==> config.mk <==
export PLATFORM = sky130hd
export DESIGN_NAME = color_scra_ctrl
export DESIGN_NICKNAME = d
export VERILOG_FILES = /design/src/rtl/color_scra_pkg.sv /design/src/rtl/color_scra_ctrl_rise_detect.sv /design/src/rtl/color_scra_ctrl.sv
export SDC_FILE = /design/constraint.sdc
export NUM_CORES = 1
export LEC_CHECK = 0
export CORE_ASPECT_RATIO = 1.4
export CORE_MARGIN = 2
export CORE_UTILIZATION = 45
export CTS_BUF_LIST = sky130_fd_sc_hd__clkbuf_2 sky130_fd_sc_hd__clkbuf_4 sky130_fd_sc_hd__clkbuf_8
export CTS_CLUSTER_DIAMETER = 50
export DETAILED_ROUTE_END_ITERATION = 10
export GPL_TIMING_DRIVEN = 0
export PLACE_DENSITY_LB_ADDON = 0.05
export SYNTH_ARGS = -nofsm -noshare
export SYNTH_HDL_FRONTEND = slang
export SYNTH_SLANG_ARGS = --single-unit
==> constraint.sdc <==
create_clock -name clk -period 3.65 [get_ports clk]
set_input_delay 0.365 -clock clk [delete_from_list [all_inputs] [get_ports clk]]
set_output_delay 0.365 -clock clk [all_outputs]
set_load 0.01 [all_outputs]
==> src/rtl/color_scra_pkg.sv <==
// Shared types and constants for the colour-scramble select sequencer.
package color_scra_pkg;

    typedef enum logic [1:0] {
        CUR_R = 2'd0,
        CUR_G = 2'd1,
        CUR_B = 2'd2
    } cursor_t;

    typedef logic [1:0] chsel_t;

    localparam chsel_t SEL_ZERO = 2'd3;
    localparam int     NUM_PERM = 6;

    // The six RGB permutations, listed as {R, G, B} selects.
    localparam chsel_t PERM [6][3] = '{
        '{2'd0, 2'd1, 2'd2},
        '{2'd0, 2'd2, 2'd1},
        '{2'd1, 2'd0, 2'd2},
        '{2'd1, 2'd2, 2'd0},
        '{2'd2, 2'd0, 2'd1},
        '{2'd2, 2'd1, 2'd0}
    };

    // Successor of a permutation index, wrapping 5 -> 0.
    function automatic logic [2:0] perm_next(input logic [2:0] idx);
        return (idx >= 3'(NUM_PERM - 1)) ? 3'd0 : idx + 3'd1;
    endfunction

    // Table lookup guarded against the unused index codes 6 and 7.
    function automatic chsel_t perm_lookup(input logic [2:0] idx, input logic [1:0] ch);
        if (idx >= 3'(NUM_PERM) || ch == 2'd3)
            return SEL_ZERO;
        return PERM[idx][ch];
    endfunction

endpackage

==> src/rtl/color_scra_ctrl_rise_detect.sv <==
// Rising-edge detector for an already synchronised button level.
// The first clock after reset only primes the history register, so a
// button held down through reset does not register as a press.
module rise_detect (
    input  logic clk,
    input  logic reset,
    input  logic in,
    output logic rise
);

    logic btn_q;
    logic primed;

    // History register plus a one-shot flag marking the first post-reset cycle.
    always_ff @(posedge clk or posedge reset) begin
        if (reset) begin
            btn_q  <= 1'b0;
            primed <= 1'b0;
        end else begin
            btn_q  <= in;
            primed <= 1'b1;
        end
    end

    assign rise = in & ~btn_q & primed;

endmodule

==> src/rtl/color_scra_ctrl.sv <==
// Select sequencer for the 24-bit colour-scramble datapath: manual button
// editing or timed permutation stepping into a pending register, which is
// committed to the datapath selects only on frame start.
module color_scra_ctrl
    import color_scra_pkg::*;
#(
    parameter int AUTO_PERIOD = 50_000_000
) (
    input  logic       clk,
    input  logic       reset,
    input  logic       btn_sel,
    input  logic       btn_inc,
    input  logic       auto_en,
    input  logic       frame_start,
    output logic [1:0] SWR,
    output logic [1:0] SWG,
    output logic [1:0] SWB,
    output logic [1:0] cursor,
    output logic       dirty
);

    localparam int             TW   = $clog2(AUTO_PERIOD);
    localparam logic [TW-1:0]  TMAX = TW'(AUTO_PERIOD - 1);

    logic          sel_rise;
    logic          inc_rise;
    cursor_t       cur_q;
    cursor_t       cur_d;
    chsel_t        pend   [3];
    chsel_t        pend_d [3];
    logic [2:0]    perm_idx;
    logic [2:0]    perm_d;
    logic [TW-1:0] timer;
    logic [TW-1:0] timer_d;
    logic          auto_q;
    logic          step;

    rise_detect u_sel_rise (
        .clk   (clk),
        .reset (reset),
        .in    (btn_sel),
        .rise  (sel_rise)
    );

    rise_detect u_inc_rise (
        .clk   (clk),
        .reset (reset),
        .in    (btn_inc),
        .rise  (inc_rise)
    );

    // Auto step fires only once the timer has run a full period inside auto mode.
    assign step = auto_en & auto_q & (timer == TMAX);

    // Cursor state register.
    always_ff @(posedge clk or posedge reset) begin
        if (reset)
            cur_q <= CUR_R;
        else
            cur_q <= cur_d;
    end

    // Cursor next state: R -> G -> B -> R on a select press, manual mode only.
    always_comb begin
        cur_d = cur_q;
        if (!auto_en && sel_rise) begin
            case (cur_q)
                CUR_R:   cur_d = CUR_G;
                CUR_G:   cur_d = CUR_B;
                default: cur_d = CUR_R;
            endcase
        end
    end

    // Timer and permutation index: restart on auto entry, hold when manual.
    always_comb begin
        timer_d = timer;
        perm_d  = perm_idx;
        if (auto_en) begin
            if (!auto_q) begin
                timer_d = '0;
            end else if (step) begin
                timer_d = '0;
                perm_d  = perm_next(perm_idx);
            end else begin
                timer_d = timer + TW'(1);
            end
        end
    end

    // Pending selects: load the next permutation on an auto step, otherwise
    // bump the channel under the cursor on an increment press (wraps 3 -> 0).
    always_comb begin
        pend_d = pend;
        if (step) begin
            pend_d[0] = perm_lookup(perm_next(perm_idx), 2'd0);
            pend_d[1] = perm_lookup(perm_next(perm_idx), 2'd1);
            pend_d[2] = perm_lookup(perm_next(perm_idx), 2'd2);
        end else if (!auto_en && inc_rise) begin
            case (cur_q)
                CUR_R:   pend_d[0] = pend[0] + 2'd1;
                CUR_G:   pend_d[1] = pend[1] + 2'd1;
                default: pend_d[2] = pend[2] + 2'd1;
            endcase
        end
    end

    // Sequencer state registers.
    always_ff @(posedge clk or posedge reset) begin
        if (reset) begin
            pend[0]  <= 2'd0;
            pend[1]  <= 2'd1;
            pend[2]  <= 2'd2;
            perm_idx <= 3'd0;
            timer    <= '0;
            auto_q   <= 1'b0;
        end else begin
            pend     <= pend_d;
            perm_idx <= perm_d;
            timer    <= timer_d;
            auto_q   <= auto_en;
        end
    end

    // Commit registers: take the pre-update pending value on frame start only.
    always_ff @(posedge clk or posedge reset) begin
        if (reset) begin
            SWR <= 2'd0;
            SWG <= 2'd1;
            SWB <= 2'd2;
        end else if (frame_start) begin
            SWR <= pend[0];
            SWG <= pend[1];
            SWB <= pend[2];
        end
    end

    assign cursor = cur_q;
    assign dirty  = (pend[0] != SWR) || (pend[1] != SWG) || (pend[2] != SWB);

endmodule

==> qor.txt, run 1 <==
DR iter-0 viols: 89
Quantity of hold-fixing buffers added after cts: 0
Crit end category: register
Worst r2r path cells: 6
Die ar.: 6520 sq um
Highest-count cells in the layout ignoring fill and taps: dfrtp_1, nand2_1, nand3_1
Number of buffers on the longest clock path: 2
CTS sink count: 47
Nets: 305
Routed via count: 2093
Peak supply drop: 218 uV
Initial Util: 45.8%
Post-synth EDFFs: 0
Post-Syn Area: 2650 sq um
Cell count after placement: 358
Crit share post-route: 66.1%
Antenna-violating nets left: 0
Power Density: 496 nW/um^2
Detailed-route DRC error count: 0
Yosys reg bits: 47
Area overhead of the layout relative to synthesis: 14.1%
CP arrival: 2.61 ns
Number of global-route vias before repair: 2054
Sequential share of the synthesized area: 44.6%
Top Usage Layer GRT: met2
First-pass DRT Iterations: 4
Clock insertion delay at the later pin of the skew report: 0.30 ns
Max-slew violations: 0
Antenna diode count: 0
Reg2Reg Setup Slack: 1.24 ns
Number of antenna violations at the first check in global routing: 0
Most common flop cell mapped by yosys: dfrtp_1
Total number of placement rows: 33
Global Route Usage Sum: 20.7%
Core Region: 5780 sq um
Met2 track utilization from global routing: 36.4%
Cell at the root of the clock tree: clkbuf_8
Tmin final: 2.41 ns
Critical path launch point type: register
Met3 demand-to-capacity share in global routing: 3.10%
Final setup vio count: 0
Drt total wl: 5930 um
Crit-path max FO: 10
Worst Hold Class: input pin to async pin
Share of flip-flops with an asynchronous set or reset after synthesis: 100%
Final routed wire length divided by cell count: 16.2 um
Critical Path, Cell by Cell: or4b_1, or4_4, o21ai_4, buf_6, o21ai_1, a21o_1
Residual overflow from global routing: 0
Worst reg2reg path endpoint: timer[2]
Port buffer count: 13
Count of buffering cells on the critical path with inverters included: 1
Total number of cells along the worst setup path: 6
First-pass GRT wire length: 10000 um
Die Y-Extent: 94.8 um
Register clock-pin slew on the reported worst setup and hold paths: 0.09 ns
RSZ-0062 raised after global routing: false
Io pins: 15
Fraction of layout cells with a size suffix above 1: 12.2%
Rel. slew slack: 37.5%
Number of maximum-capacitance constraint violations: 0
Synth unique cells: 50
Required time of the critical path: 3.85 ns
Number of vias per cell: 5.72
Horizontal die dimension: 68.8 um
Endpoints failing hold: 0
Number of instances in the synthesized netlist: 274
Accumulated negative setup slack: 0 ns
Maximum number of pins on one net before global-route repair: 32
Post-route non-filler standard cell count: 366
Mean instance size in the synthesized netlist: 9.67 sq um
Net Count, Synth: 284
Delay of the slowest critical-path stage: 0.58 ns
Top cell family by delay on the critical path: simple AND/OR/NAND/NOR gates
H-tree levels: 2
Clock Skew: 0.0115 ns
Post-CTS Resized: 0
Final HPWL from detailed placement: 4330 um
Crit-path slowest cell: or4_4
Startpoint-to-endpoint class of the critical path: register to register
Crit Reg-Reg Startpoint: timer[18]
TritonCTS clock tree: built
Most common cell after layout, fill and taps aside: dfrtp_1
Warnings from Yosys: 0
Number of buffers added for setup after CTS: 0
Slew at the pin closest to its max-slew limit: 0.925 ns
GR met1 Demand/Resource: 25.0%
Final RePlAce weighted congestion: 0.813
TritonCTS Buffers: 5
Static leakage: 1.29 nW
Max frequency: 414 MHz
Status: finished clean
-- final cells by class --
| cell class | instances | area, sq um |
|---|---|---|
| sequential | 47 | 1180 |
| tap | 70 | 87.6 |
| fill | 551 | 2760 |
| clock inverter | 3 | 67.6 |
| buffer | 13 | 80.1 |
| clock buffer | 5 | 68.8 |
| inverter | 10 | 37.5 |
| timing repair buffer | 14 | 150 |
| multi-input combinational | 204 | 1350 |
-- where the power goes --
group          internal, mW  total [mW]  switching, mW
Clock                 0.273       0.456          0.183
Combinational         0.199       0.337          0.138
Sequential            0.615       0.705         0.0897
-- per-stage QoR --
stage	hold slack (ns)	total power, mW	worst slack (ns)	utilization (%)	cell area (sq um)
2_1_floorplan	0.396	0.901	1.47	-	2650
3_3_place_gp	0.514	1.05	0.899	49.6	2870
3_5_place_dp	0.517	1.06	0.904	49.9	2890
4_1_cts	0.366	1.52	1.23	52.3	3020
5_1_grt	0.397	1.59	0.972	52.3	3020
6_report	0.354	1.50	1.24	52.3	3020
-- Yosys cell counts (5+ instances only) --
| library cell | n | share of area (%) |
|---|---|---|
| dfrtp_1 | 43 | 41 |
| nand2_1 | 23 | 3.3 |
| nand3_1 | 17 | 3.2 |
| nor2_1 | 14 | 2.0 |
| o21ai_0 | 14 | 2.6 |
| a21o_1 | 11 | 3.1 |
| a21oi_1 | 11 | 2.1 |
| nor3_1 | 11 | 2.1 |
| inv_1 | 10 | 1.4 |
| mux2_2 | 10 | 4.3 |
| clkbuf_1 | 7 | 0.99 |
| mux2i_1 | 7 | 2.6 |
| o21ai_1 | 7 | 1.3 |
| xnor2_1 | 7 | 2.3 |
| xor2_1 | 7 | 2.3 |
| nor4_1 | 6 | 1.4 |
| and2_1 | 5 | 1.2 |
| or3_1 | 5 | 1.2 |
-- flip-flops by register name, summed over array words and instances (netlist names) --
register and count:
SWG 2, SWR 2, perm_idx 3, auto_q 1, cursor 2, SWB 2
timer 26, u_inc_rise.btn_q 1, u_sel_rise.btn_q 1, pend 6, u_inc_rise.primed 1
-- logic make-up after synthesis --
kind of cell / after synthesis / synth area share (%)
and+or+nand+nor: 108 / 22.7
AOI/OAI and AO/OA: 60 / 14.7
DFF: 47 / 44.6
buffers and inverters: 23 / 4.44
muxes: 17 / 6.90
xor gates and xnor gates: 14 / 4.63
adders and majority gates: 4 / 1.89
other: 1 / 0.142
-- worst max-delay path by stage --
stage	startpoint	to	slack (ns)
after floorplan	timer[0]	timer[22]	1.47
after global placement	auto_en	pend[5]	0.90
after detailed placement	auto_en	pend[5]	0.90
after CTS	auto_en	pend[5]	1.23
after global routing	auto_en	pend[5]	0.97
final	timer[18]	timer[2]	1.24
-- layer usage --
layer	vias to the layer above	share of wire, %
met1	1009	41
met2	43	52
met4	0	2.3
met5	-	0
li1	1026	-
met3	15	4.0
(Power assumes the default switching activity.)
==> run 2, diff against run 1 <==
==> constraint.sdc (replaced) <==
create_clock -name clk -period 2.2 [get_ports clk]
set_input_delay 0.22 -clock clk [delete_from_list [all_inputs] [get_ports clk]]
set_output_delay 0.22 -clock clk [all_outputs]
set_load 0.01 [all_outputs]
==> run 2 against run 1 <==
Against the previous run: the flow now finishes with violations (setup timing); hold slack got worse by 0.15 ns; die area did not move; design area rose by 10%; sequential cell count did not move; count of clock-buffer cells in the layout did not move; critical path depth fell by 2; combinational power rose by 95%; largest cell class unchanged.
==> qor.txt, run 2 (synthesis gave the netlist of run 1 again) <==
Status: finished with violations
Violated checks: setup timing
Antenna-violating nets left: 0 (unchanged)
Horizontal die dimension: 68.8 um (unchanged)
Total number of placement rows: 33 (unchanged)
Total area of multi-input combinational cells: 1500 sq um (+11%)
Maximum number of pins on one net before global-route repair: 32 (unchanged)
Clock Skew: 0.0102 ns (-0.00131 ns)
Io pins: 15 (unchanged)
Cell at the root of the clock tree: clkbuf_8
DR iter-0 viols: 105 (+18%)
Port buffer count: 13 (unchanged)
TritonCTS Buffers: 5 (unchanged)
Total power after layout: 2.58 mW (+72%)
Worst reg2reg path endpoint: pend[5]
Detailed route wirelength on metal3: 166 um (-30%)
Pre-CTS worst setup slack: -0.401 ns (-1.30 ns)
Power Density: 777 nW/um^2 (+57%)
CTS sink count: 47 (unchanged)
Number of global-route vias before repair: 2103 (+2.4%)
Residual overflow from global routing: 0 (unchanged)
Highest-count cells in the layout ignoring fill and taps: dfrtp_1, nand2_1, nand3_1
Detailed-route DRC error count: 0 (unchanged)
Max frequency: 429 MHz (+3.6%)
Final Core Density: 57.5% (+5.2 points)
Die Y-Extent: 94.8 um (unchanged)
Detail Route met2 WL: 3480 um (+12%)
H-tree levels: 2 (unchanged)
Crit-path max FO: 5 (-5)
First-pass DRT Iterations: 4 (unchanged)
Number of maximum-capacitance constraint violations: 0 (unchanged)
Crit share post-route: 106% (+40 points)
Fill cell instance count of the final layout: 507 (-8.0%)
Max-slew violations: 0 (unchanged)
Worst hold slack: 0.208 ns (-0.146 ns)
Initial Util: 45.8% (unchanged)
Core Region: 5780 sq um (unchanged)
CP arrival: 2.52 ns (-0.09 ns)
Accumulated negative setup slack: -2.00 ns (-2.00 ns)
Final RePlAce weighted congestion: 0.813 (unchanged)
Register with the most flip-flops: timer
Die ar.: 6520 sq um (unchanged)
Reg2Reg Setup Slack: -0.13 ns (-1.37 ns)
Most common cell after layout, fill and taps aside: dfrtp_1
Slew at the pin closest to its max-slew limit: 0.674 ns (-0.251 ns)
Top flop regs: timer x26, pend x6, perm_idx x3
Detailed-route wire length on metal 1: 2590 um (+6.0%)
Clock insertion delay at the later pin of the skew report: 0.30 ns (about the same)
Fraction of layout cells with a size suffix above 1: 23.4% (+11 points)
Tmin final: 2.33 ns (-0.0836 ns)
Area occupied by registers: 1180 sq um (unchanged)
Area overhead of the layout relative to synthesis: 25.6%
Highest metal layer with signal wires: met4
Endpoints failing hold: 0 (unchanged)
Routed via count: 2166 (+3.5%)
Number of antenna violations at the first check in global routing: 0 (unchanged)
Worst Hold Class: input pin to async pin
Startpoint-to-endpoint class of the critical path: register to register
Final routed wire length divided by cell count: 16.9 um (+4.1%)
Crit end category: register
Crit Reg-Reg Startpoint: timer[24]
TritonCTS clock tree: built
Peak supply drop: 363 uV (+66%)
Final HPWL from detailed placement: 4330 um (unchanged)
Flip-flop count of the largest register, all copies and words added: 26 (unchanged)
Number of vias per cell: 5.73 (+0.20%)
Final setup vio count: 29 (+29)
Global Route Usage Sum: 21.8% (+1.2 points)
Rel. slew slack: 55.1% (+18 points)
Final WS setup: -0.129 ns (-1.37 ns)
Register clock-pin slew on the reported worst setup and hold paths: 0.09 ns (about the same)
Required time of the critical path: 2.39 ns (-1.46 ns)
Worst r2r path cells: 4 (-2)
Antenna diode count: 0 (unchanged)
RSZ-0062 raised after global routing: true
Number of buffers on the longest clock path: 2 (unchanged)
Drt total wl: 6380 um (+7.5%)
Quantity of hold-fixing buffers added after cts: 0 (unchanged)
Static leakage: 1.39 nW (+8.0%)
First-pass GRT wire length: 10500 um (+4.8%)
Nets: 317 (+3.9%)
Critical path launch point type: register
-- run 2: stage by stage --
step                area (sq um)  std cells
finish                      3330        378
CTS                         3240        377
floorplan                   2650        274
global placement            2870        357
detailed placement          2890        358
global route                3330        378
-- run 2: per-layer routing --
layer | GRT usage [%] | up-vias
li1 | - | 1057
met1 | 26.1 | 1056
met2 | 39.0 | 40
met3 | 2.74 | 13
met4 | 7.84 | 0
met5 | 0 | -
-- run 2: report_power, final --
group	switching [mW]	total, mW	internal, mW
Sequential	0.151	1.17	1.02
Combinational	0.270	0.656	0.386
Clock	0.304	0.757	0.453
-- run 2: layout make-up --
class                   count  share of cell area (%)
inverters                  10                    1.13
multi-input cells         204                    45.0
flip-flops and latches     47                    35.5
plain buffers              12                    2.63
repair buffers             27                    8.99
well taps                  70                    2.63
clock buffers               5                    2.07
clock inverters             3                    2.03
-- run 2: worst max path at each step --
stage          slack (ns)      start   endpoint  depth (start not counted)
3_5_place_dp        -0.40    auto_en    pend[5]                          6
5_1_grt             -0.19  timer[11]   timer[5]                          6
2_1_floorplan        0.02   timer[0]  timer[22]                          7
6_report            -0.13  timer[24]    pend[5]                          4
3_3_place_gp        -0.41    auto_en    pend[5]                          6
4_1_cts             -0.14  timer[11]   timer[2]                          7
-- run 2: timing repair --
action                     in CTS  in global routing
gates resized for setup        30                 22
pin swaps                      17                  6
setup buffers                   8                  2
gates cloned                    3                  1
setup endpoints to repair      32                 34
-- run 2: critical path: stages, from the launching register on --
cell	delay (ns)
dfrtp_1	0.40
or4b_1	0.53
or4_4	0.59
nor3_4	0.33
mux2_2	0.37
